File: src/rtl/arr_stream_tx.sv
// arr_stream_tx: snapshots an m-entry array on load_i, then streams the entries
// out one per accepted valid/ready beat, index 0 first. A single-cycle DONE
// state follows the final beat. Every output is decoded from registered state
// only, so ready_i and load_i have no combinational path to any output.
module arr_stream_tx #(
  parameter int unsigned n   = 4,
  parameter int unsigned m   = 16,
  parameter logic [n-1:0] val = '0
) (
  input  logic                  clk_i,
  input  logic                  rst_i,
  input  logic [n-1:0]          arr_i [0:m-1],
  input  logic                  load_i,
  input  logic                  ready_i,
  output logic [n-1:0]          data_o,
  output logic                  valid_o,
  output logic [$clog2(m)-1:0]  idx_o,
  output logic                  last_o,
  output logic                  busy_o,
  output logic                  done_o
);

  localparam int unsigned IW = $clog2(m);
  localparam logic [IW-1:0] LastIdx = IW'(m - 1);

  typedef enum logic [1:0] {
    StIdle,
    StSend,
    StDone
  } state_e;

  state_e          state_q, state_d;
  logic [IW-1:0]   idx_q, idx_d;
  logic [n-1:0]    buf_q [0:m-1];
  logic [n-1:0]    buf_d [0:m-1];

  logic            at_last;
  logic            beat_ok;

  assign at_last = (idx_q == LastIdx);
  // A beat is only ever offered in SEND, so valid_o reduces to the state.
  assign beat_ok = (state_q == StSend) && ready_i;

  // Next-state: capture on load in IDLE, advance index on accepted beats.
  always_comb begin
    state_d = state_q;
    idx_d   = idx_q;
    buf_d   = buf_q;
    unique case (state_q)
      StIdle: begin
        if (load_i) begin
          buf_d   = arr_i;
          idx_d   = '0;
          state_d = StSend;
        end
      end
      StSend: begin
        if (beat_ok) begin
          if (at_last) begin
            // Explicit wrap so non-power-of-2 depths never run past m-1.
            idx_d   = '0;
            state_d = StDone;
          end else begin
            idx_d = idx_q + IW'(1);
          end
        end
      end
      StDone: begin
        // load_i is deliberately ignored here; it is re-sampled in IDLE.
        state_d = StIdle;
      end
      default: begin
        state_d = StIdle;
        idx_d   = '0;
      end
    endcase
  end

  // State, index and snapshot registers with asynchronous active-low reset.
  always_ff @(posedge clk_i or negedge rst_i) begin
    if (!rst_i) begin
      state_q <= StIdle;
      idx_q   <= '0;
      buf_q   <= '{default: val};
    end else begin
      state_q <= state_d;
      idx_q   <= idx_d;
      buf_q   <= buf_d;
    end
  end

  // Output decode from registered state only.
  always_comb begin
    valid_o = 1'b0;
    data_o  = val;
    idx_o   = idx_q;
    last_o  = 1'b0;
    busy_o  = 1'b0;
    done_o  = 1'b0;
    unique case (state_q)
      StIdle: begin
        valid_o = 1'b0;
      end
      StSend: begin
        valid_o = 1'b1;
        data_o  = buf_q[idx_q];
        last_o  = at_last;
        busy_o  = 1'b1;
      end
      StDone: begin
        done_o = 1'b1;
        busy_o = 1'b1;
      end
      default: begin
        valid_o = 1'b0;
      end
    endcase
  end

endmodule

File: config.mk
export PLATFORM = sky130hd
export DESIGN_NAME = arr_stream_tx
export DESIGN_NICKNAME = d
export VERILOG_FILES = /design/src/rtl/arr_stream_tx.sv
export SDC_FILE = /design/constraint.sdc
export NUM_CORES = 1
export LEC_CHECK = 0
export BUFFER_PORTS_ARGS = -buffer_cell sky130_fd_sc_hd__buf_2
export CORE_MARGIN = 5
export CORE_UTILIZATION = 30
export CTS_CLUSTER_DIAMETER = 200
export CTS_CLUSTER_SIZE = 8
export DETAILED_ROUTE_END_ITERATION = 12
export SYNTH_ARGS = -nofsm -noshare
export SYNTH_HDL_FRONTEND = slang
export SYNTH_SLANG_ARGS = --single-unit
File: constraint.sdc
create_clock -name clk_i -period 1.8 [get_ports clk_i]
set_clock_uncertainty 0.05 [all_clocks]
set_input_delay 0.09 -clock clk_i [delete_from_list [all_inputs] [get_ports clk_i]]
set_output_delay 0.09 -clock clk_i [all_outputs]
set_load 0.02 [all_outputs]
==> results of run 1 <==
## layer usage
| metal | up-vias | share of wire (%) | global-route usage, % |
|---|---|---|---|
| met4 | 0 | 1.6 | 4.28 |
| met5 | - | 0 | 0 |
| met1 | 1182 | 45 | 17.0 |
| met2 | 61 | 48 | 21.3 |
| met3 | 11 | 5.5 | 3.81 |
| li1 | 1125 | - | - |
## power by group through the flow
stage	clock network (mW)	registers [mW]	logic, mW
finish	1.38	2.84	3.13
CTS	1.42	2.85	3.06
global route	1.47	2.96	3.40
detailed placement	0	2.85	2.70
floorplan	0	2.64	2.08
global placement	0	2.85	2.65
## synth_stat cells
cell,number
a211o_1,1
a21o_1,1
a21oi_1,1
a32o_1,1
and2_1,1
buf_1,1
buf_2,2
buf_6,1
clkbuf_1,9
dfrtp_1,70
ha_1,5
inv_1,5
mux2_2,66
mux2i_1,4
mux4_1,9
mux4_2,7
nand2_1,10
nand3_1,5
nand3b_1,1
nand4_1,1
nor2_1,3
nor2b_1,1
nor3_1,1
o2111ai_1,1
o21ai_0,4
o221ai_1,1
o22ai_1,2
o31ai_1,1
o32ai_1,1
or2_2,1
## sequential cells by signal, indices dropped and copies added (netlist names)
signal,cells
idx_o,4
state_q,2
buf_q,64
## cell families after synthesis
kind of cell,after synthesis,share of synthesized area [%]
mux,86,35.9
simple gates,24,3.40
buf+inv,18,2.37
flops,70,53.4
compound gates,14,2.98
fa+ha+maj,5,1.91
## layout make-up
cell class | count | area (sq um) | area share, %
flip-flops and latches | 70 | 1750 | 35.4
repair buffers | 163 | 1280 | 25.9
clock inverters | 6 | 86.3 | 1.74
multi-input cells | 129 | 1510 | 30.5
inverters | 5 | 18.8 | 0.379
clock buffers | 10 | 128 | 2.58
well taps | 140 | 175 | 3.54
## worst paths after layout
check | from | end | slack [ns] | cells after the start
min in group clk_i | ready_i | state_q[1] | 0.17 | 3
max in group asynchronous | rst_i | idx_o[1] | 0.95 | 3
setup reg to reg | idx_o[0] | state_q[0] | -0.04 | 7
hold reg to reg | buf_q[29] | buf_q[29] | 0.45 | 1
setup / recovery | idx_o[0] | data_o[0] | -0.45 | 4
hold / removal | rst_i | buf_q[49] | 0.17 | 2
## stage by stage
stage	setup WS (ns)	area (sq um)	total power, mW
floorplan	-0.0725	3300	4.72
global placement	-0.123	3930	5.49
detailed placement	-0.147	3930	5.55
CTS	-0.495	4900	7.34
global route	-0.561	4950	7.83
finish	-0.453	4950	7.35
## what timing repair did
item / in CTS / in global routing
pin swaps: 4 / 2
resized for setup: 29 / 10
setup buffers: 5 / 4
setup endpoints to repair: 6 / 7
hold endpoints to repair: 96 / 0
hold buffers: 65 / 0
## worst reg2reg max path, cell delays in order (launching register included)
cell and delay (ns):
dfrtp_2 0.50, buf_6 0.16, buf_6 0.10, buf_6 0.10
ha_4 0.13, nand3_1 0.15, a21oi_2 0.19, mux2_2 0.34
==> results.toml, run 1 <==
[outcome]
status = "finished with violations"
violations = "negative setup slack"

[clock_network]
htreeDepth = 3
cts_tree = "done"
clockRootBuffer = "clkbuf_8"
clock_latency_ns = 0.34
clkTransAtPathRegs_ns = 0.08
clock_tree.buffer_depth = 2
cts_num_sinks = 70
cts_buffers = 9

[sta]
max_slew_margin_pct = 70.3
tns_ns = -1.74
period_share_pct = 125
rsz0062_at_grt = "yes"
worstMarginPinSlew_ns = 0.445
worst_slack_ns = -0.453
final_max_slew_viol_count = 0
min_period_ns = 2.25
whs_ns = 0.175
fmax_mhz = 444
setup_violations = 6
finalHoldViolations = 0

[cells_and_area]
final_cell_mix = "buf_2 (73), dfrtp_1 (68), mux2_2 (66)"
syn2layout_area_growth_pct = 51.1
final_util_pct = 45.9
fillers = 973
stdcell_count = 523
antenna_cells = 0
mostFrequentLayoutCell = "buf_2"
final_nets = 451
drive_gt1_share_pct = 54.6

[die]
core_region_area_sq_um = 10800
die_x_um = 115
rows = 38
start_util_pct = 30.4
die-area_sq_um = 13100
ios = 80
die_h_um = 115

[power]
p_sw_share_pct = 31.2
vdd_drop_max_v = 0.000754
p_int_mw = 5.05
p_clk_share_pct = 18.8
p_sw_mw = 2.29
p_leak_nw = 2.18
combPwrFrac_pct = 42.5
pwr-share-seq_pct = 38.7
p_per_area_nw_per_um2 = 1480

[critical_path]
critPathLaunchType = "flop"
crit_type = "reg -> out"
cp_max_fo = 8
crit_chain = "mux4_2 > mux4_2 > and2_4 > buf_6"
crit_buf_inv = 1
worstPathArrival_ns = 2.11
cp.required_ns = 1.66
crit_path_frequent_cell = "mux4_2"
cp_top_family = "multiplexers"
max_stage_delay_ns = 0.53
setup.worst_path.end_class = "output pin"
crit_slowest_cell = "mux4_2"

[global_routing]
grt_antenna_before_repair = 0
grt_overflow = 0
grt_pass1_vias = 2609
grtUsageTotal_pct = 13.2
grt_pass1_wl_um = 13400
grt_max_degree = 39

[synthesis]
syn_area_sq_um = 3280
ys_ff_latch = 70
synth_top_cell_by_area = "dfrtp_1"
synth.net_count = 290
synth_top_area_share_pct = 53.4
synth_cells = 217
ys_seq_area_share_pct = 53.4
postSynthAreaPerCell_sq_um = 15.1
synth.distinct_cells = 30
yosysWarnings = 0
yosys-top-cells-area = "dfrtp_1 (53%), mux2_2 (23%), mux4_1 (7.2%), mux4_2 (4.8%), ha_1 (1.9%)"

[placed_design]
gp_congestion = 0.766
dp.cells = 434
numPortBuffers = 79
dpl.hpwl_um = 5690

[routing]
ant_nets = 0
first_pass_iters = 4
drt_iter0_drc = 84
drc = 0
wl_per_cell_um = 15.7
totalWireLength_um = 8200
vias_per_cell = 4.55
vias = 2379

[min_path]
worstHoldPathType = "in -> async"

[flow_run]
cap_viol_max_count = 0
(Power assumes the default switching activity.)
==> run 2: changes to the inputs <==
--- a/constraint.sdc
+++ b/constraint.sdc
@@ -4,2 +4,2 @@
 set_output_delay 0.09 -clock clk_i [all_outputs]
-set_load 0.02 [all_outputs]
+set_load 0.1 [all_outputs]
==> results.toml, run 2 (same netlist as run 1, synthesis figures left out) <==
[outcome]
status = "finished with violations"
violations = "negative setup slack"

[power]
p_int_mw = 5.39
pwr-share-seq_pct = 33.8
p_sw_mw = 3.17
p_sw_share_pct = 37.1
combPwrFrac_pct = 49.3
p_leak_nw = 2.20
p_clk_share_pct = 16.9
vdd_drop_max_v = 0.00106
p_per_area_nw_per_um2 = 1680

[clock_network]
cts_buffers = 9
clock_tree.buffer_depth = 2
clkTransAtPathRegs_ns = 0.07
cts_num_sinks = 70
htreeDepth = 3
cts_tree = "done"
clock_latency_ns = 0.34
clockRootBuffer = "clkbuf_8"

[critical_path]
setup.worst_path.end_class = "output pin"
ff2ff_setup_slack_ns = 0
cp_max_fo = 6
r2r_start = "idx_o[0]"
crit_end = "data_o[0]"
crit_type = "reg -> out"
worstPathArrival_ns = 2.18
r2r-end = "state_q[0]"
cp-startpoint = "idx_o[0]"
critPathLaunchType = "flop"
cp.required_ns = 1.66
r2r_cells = 6

[die]
start_util_pct = 30.4
die_h_um = 115
rows = 38
ios = 80
core_region_area_sq_um = 10800
die_x_um = 115
die-area_sq_um = 13100

[sta]
max_slew_margin_pct = 55.6
rsz0062_at_grt = "yes"
final_max_slew_viol_count = 0
setup_violations = 5
worst_slack_ns = -0.524
period_share_pct = 129
tns_ns = -1.99
whs_ns = 0.190
worstMarginPinSlew_ns = 0.666
min_period_ns = 2.32
fmax_mhz = 430
finalHoldViolations = 0

[routing]
ant_nets = 0
totalWireLength_um = 8430
wl_per_cell_um = 16.1
vias_per_cell = 4.61
drc = 0
drt_iter0_drc = 90
first_pass_iters = 4
vias = 2415

[min_path]
min_from = "ready_i"
worstHoldPathType = "in -> reg"

[global_routing]
grt_pass1_vias = 2670
grt_max_degree = 52
grt_pass1_wl_um = 13600
grtUsageTotal_pct = 13.5
grt_antenna_before_repair = 0
grt_overflow = 0

[cells_and_area]
syn2layout_area_growth_pct = 55.2
drive_gt1_share_pct = 57.0
final_cell_mix = "buf_2 (71), mux2_2 (65), dfrtp_1 (65), dlygate4sd3_1 (65), buf_4 (16)"
largest_reg_flops = 64
mostFrequentLayoutCell = "buf_2"
fillers = 968
final_nets = 452
regMostFlops = "buf_q"
multi_input_area_sq_um = 1560
antenna_cells = 0
regArea_sq_um = 1770

[placed_design]
dpl.hpwl_um = 6030
numPortBuffers = 79
gp_congestion = 0.731

[flow_run]
cap_viol_max_count = 0
run 2: final cells by class:
class | instances | share of cell area (%)
repair buffers | 164 | 26.2
inverters | 5 | 0.369
flip-flops and latches | 70 | 34.8
well taps | 140 | 3.44
clock inverters | 6 | 1.85
multi-input cells | 129 | 30.7
clock buffers | 10 | 2.71
run 2: per-layer routing:
| layer | share of wire, % | GRT usage [%] | vias to the layer above |
|---|---|---|---|
| li1 | - | - | 1131 |
| met5 | 0 | 0 | - |
| met3 | 3.7 | 2.85 | 10 |
| met2 | 53 | 23.6 | 58 |
| met4 | 1.2 | 4.04 | 0 |
| met1 | 42 | 16.7 | 1216 |
run 2: how the worst min path moves through the flow:
stage | endpoint | depth (start not counted)
after floorplan | buf_q[0] | 0
after global placement | state_q[1] | 1
after detailed placement | state_q[1] | 1
after CTS | state_q[1] | 3
after global routing | state_q[1] | 3
final | idx_o[1] | 4
run 2: repair_timing:
item / 4_1_cts / 5_1_grt
setup endpoints to repair: 7 / 24
pin swaps: 4 / 1
hold endpoints to repair: 113 / 0
hold buffers: 65 / 0
resized for setup: 29 / 6
setup buffers: 0 / 0
run 2: through the flow:
stage | cell area (sq um) | util (%) | instances | total power [mW] | worst slack, ns
final | 5090 | 47.1 | 524 | 8.56 | -0.524
after global routing | 5090 | 47.1 | 524 | 9.04 | -0.606
after CTS | 5070 | 47.0 | 524 | 8.59 | -0.552
after detailed placement | 4130 | 38.3 | 443 | 6.69 | -0.316
after global placement | 4130 | 38.3 | 443 | 6.60 | -0.290
after floorplan | 3420 | - | 217 | 5.69 | -0.365
run 2: worst max-delay path, stage by stage, from the launching register on:
cell     delay, ns
dfrtp_4       0.49
mux4_2        0.51
mux4_2        0.52
and2_4        0.17
buf_12        0.16
run 2: power by group through the flow:
stage                     Combinational, mW  Sequential (mW)  Clock, mW
after floorplan                        2.88             2.82          0
after global placement                 3.71             2.89          0
after detailed placement               3.79             2.90          0
after CTS                              4.21             2.90       1.49
after global routing                   4.50             3.00       1.54
final                                  4.22             2.89       1.44
==> run 3: changes to the inputs <==
Settings changed: ABC_AREA set to 1.
==> results.toml, run 3 <==
[sta]
min_period_ns = 1.94
final_max_slew_viol_count = 0
whs_ns = 0.0349
finalHoldViolations = 0
rsz0062_at_grt = "yes"
setup_violations = 4
worst_slack_ns = -0.136
fmax_mhz = 517
period_share_pct = 108
worstMarginPinSlew_ns = 0.517
max_slew_margin_pct = 65.7
tns_ns = -0.518

[critical_path]
setup.worst_path.end_class = "output pin"
cp_max_fo = 25
crit_end = "data_o[2]"
r2r_start = "state_q[0]"
ff2ff_setup_slack_ns = 0.13
r2r-end = "idx_o[3]"
worstPathArrival_ns = 1.80
cp-startpoint = "idx_o[0]"
crit_type = "reg -> out"
critPathLaunchType = "flop"
r2r_cells = 8
cp.required_ns = 1.66

[synthesis]
synth-main-ff-cell = "dfrtp_1"
yosysMostFrequentCell = "nor2_1"
synth_top_area_share_pct = 50.3
syn_area_sq_um = 3480
ys_async_sr_fraction_pct = 100
synth.net_count = 509
ys_ff_latch = 70
synth_edf_count = 0
postSynthAreaPerCell_sq_um = 7.98
synth_cells = 436
synth.distinct_cells = 17
ys_seq_area_share_pct = 50.3
yosysWarnings = 0
yosys-top-cells-area = "dfrtp_1 (50%), nor2_1 (9.4%), a21oi_1 (7.9%), nand2_1 (7.5%), nand3_1 (6.5%)"
synth_top_cell_by_area = "dfrtp_1"
synthTopCellsByCount = "nor2_1 (87), dfrtp_1 (70), nand2_1 (70)"

[clock_network]
clkTransAtPathRegs_ns = 0.05
clock_latency_ns = 0.33
cts_buffers = 9
cts_tree = "done"
clockRootBuffer = "clkbuf_16"
cts_num_sinks = 70
htreeDepth = 3
clock_tree.buffer_depth = 2

[global_routing]
grt_pass1_wl_um = 16200
grt_pass1_vias = 3301
grt_max_degree = 40
grt_overflow = 0
grt_antenna_before_repair = 0
grtUsageTotal_pct = 14.2

[outcome]
violations = "negative setup slack"
status = "finished with violations"

[die]
die-area_sq_um = 13900
start_util_pct = 30.5
ios = 80
core_region_area_sq_um = 11400
die_x_um = 118
die_h_um = 118
rows = 39

[placed_design]
gp_congestion = 0.833
numPortBuffers = 79
dpl.hpwl_um = 7070
dpl-instance-area_sq_um = 4250

[flow_run]
cap_viol_max_count = 0

[cells_and_area]
largest_reg_flops = 64
final_cell_mix = "nor2_1 (85), buf_2 (74), nand2_1 (67)"
regMostFlops = "buf_q"
final_util_pct = 46.2
final_nets = 661
mostFrequentLayoutCell = "nor2_1"
syn2layout_area_growth_pct = 51.7
antenna_cells = 0
stdcell_area_sq_um = 5280
fillers = 1111
drive_gt1_share_pct = 28.1

[routing]
vias_per_cell = 4.51
drt_iter0_drc = 187
wl_per_cell_um = 13.1
totalWireLength_um = 9640
drc = 0
ant_nets = 0
first_pass_iters = 5
vias = 3307

[power]
p_leak_nw = 2.62
p_total_mw = 8.63
p_per_area_nw_per_um2 = 1630
vdd_drop_max_v = 0.00145

[min_path]
worstHoldPathType = "in -> reg"
[run 3: cell type report]
| cell class | instances | area [sq um] | share of cell area (%) |
|---|---|---|---|
| clock buffers | 12 | 246 | 4.67 |
| repair buffers | 164 | 1330 | 25.2 |
| multi-input cells | 284 | 1530 | 29.0 |
| clock inverters | 2 | 10.0 | 0.190 |
| well taps | 143 | 179 | 3.39 |
| flip-flops and latches | 70 | 1760 | 33.3 |
| inverters | 59 | 225 | 4.27 |
[run 3: per-stage QoR]
step                      setup slack [ns]  std cells
after detailed placement             0.146        649
final                               -0.136        734
after floorplan                     -0.233        436
after global routing                -0.225        734
after global placement               0.167        649
after CTS                           -0.140        734
[run 3: routing by layer]
metal	vias to the layer above	global-route usage [%]	wire, um
met4	0	3.66	141
met3	15	4.13	416
met1	1555	18.1	4380
met2	74	23.7	4700
met5	-	0	0
li1	1663	-	-
[run 3: power by group]
| group | internal, mW | total, mW | switching [mW] |
|---|---|---|---|
| logic | 1.65 | 4.44 | 2.79 |
| clock network | 0.949 | 1.56 | 0.608 |
| registers | 2.30 | 2.63 | 0.329 |
| total | 4.90 | 8.63 | 3.73 |
[run 3: kinds of logic (layout without fill, tap and decap cells)]
family | count (synthesis) | after routing | synth area share (%)
adder cells (fa/ha/maj) | 5 | 5 | 1.80
AO/OA/AOI/OAI | 58 | 58 | 8.34
multiplexers | 16 | 16 | 5.18
AND/OR/NAND/NOR | 205 | 205 | 24.0
flip-flops | 70 | 70 | 50.3
buffers and inverters | 82 | 237 | 10.4
[run 3: worst min path at each step]
stage,slack (ns),end,start,depth (start not counted)
after floorplan,-0.26,buf_q[0],rst_i,0
after global placement,0.006,buf_q[48],rst_i,1
after detailed placement,0.01,buf_q[3],rst_i,1
after CTS,0.03,buf_q[5],arr_i[5],3
after global routing,0.05,buf_q[5],arr_i[5],3
final,0.03,buf_q[5],arr_i[5],3
[run 3: worst max-delay path: stages, from the launching register on]
cell and delay (ns):
dfrtp_4 0.54, buf_12 0.18, nand2_1 0.11, nand2_2 0.07
nand3_2 0.07, nand3_2 0.09, a21oi_4 0.20, buf_12 0.19
[run 3: what timing repair did]
item | 4_1_cts | 5_1_grt
endpoints found under the setup margin | 5 | 5
hold endpoints to repair | 80 | 0
gates resized for setup | 7 | 9
hold buffers | 64 | 0
pin swaps | 1 | 0
buffers inserted | 7 | 0
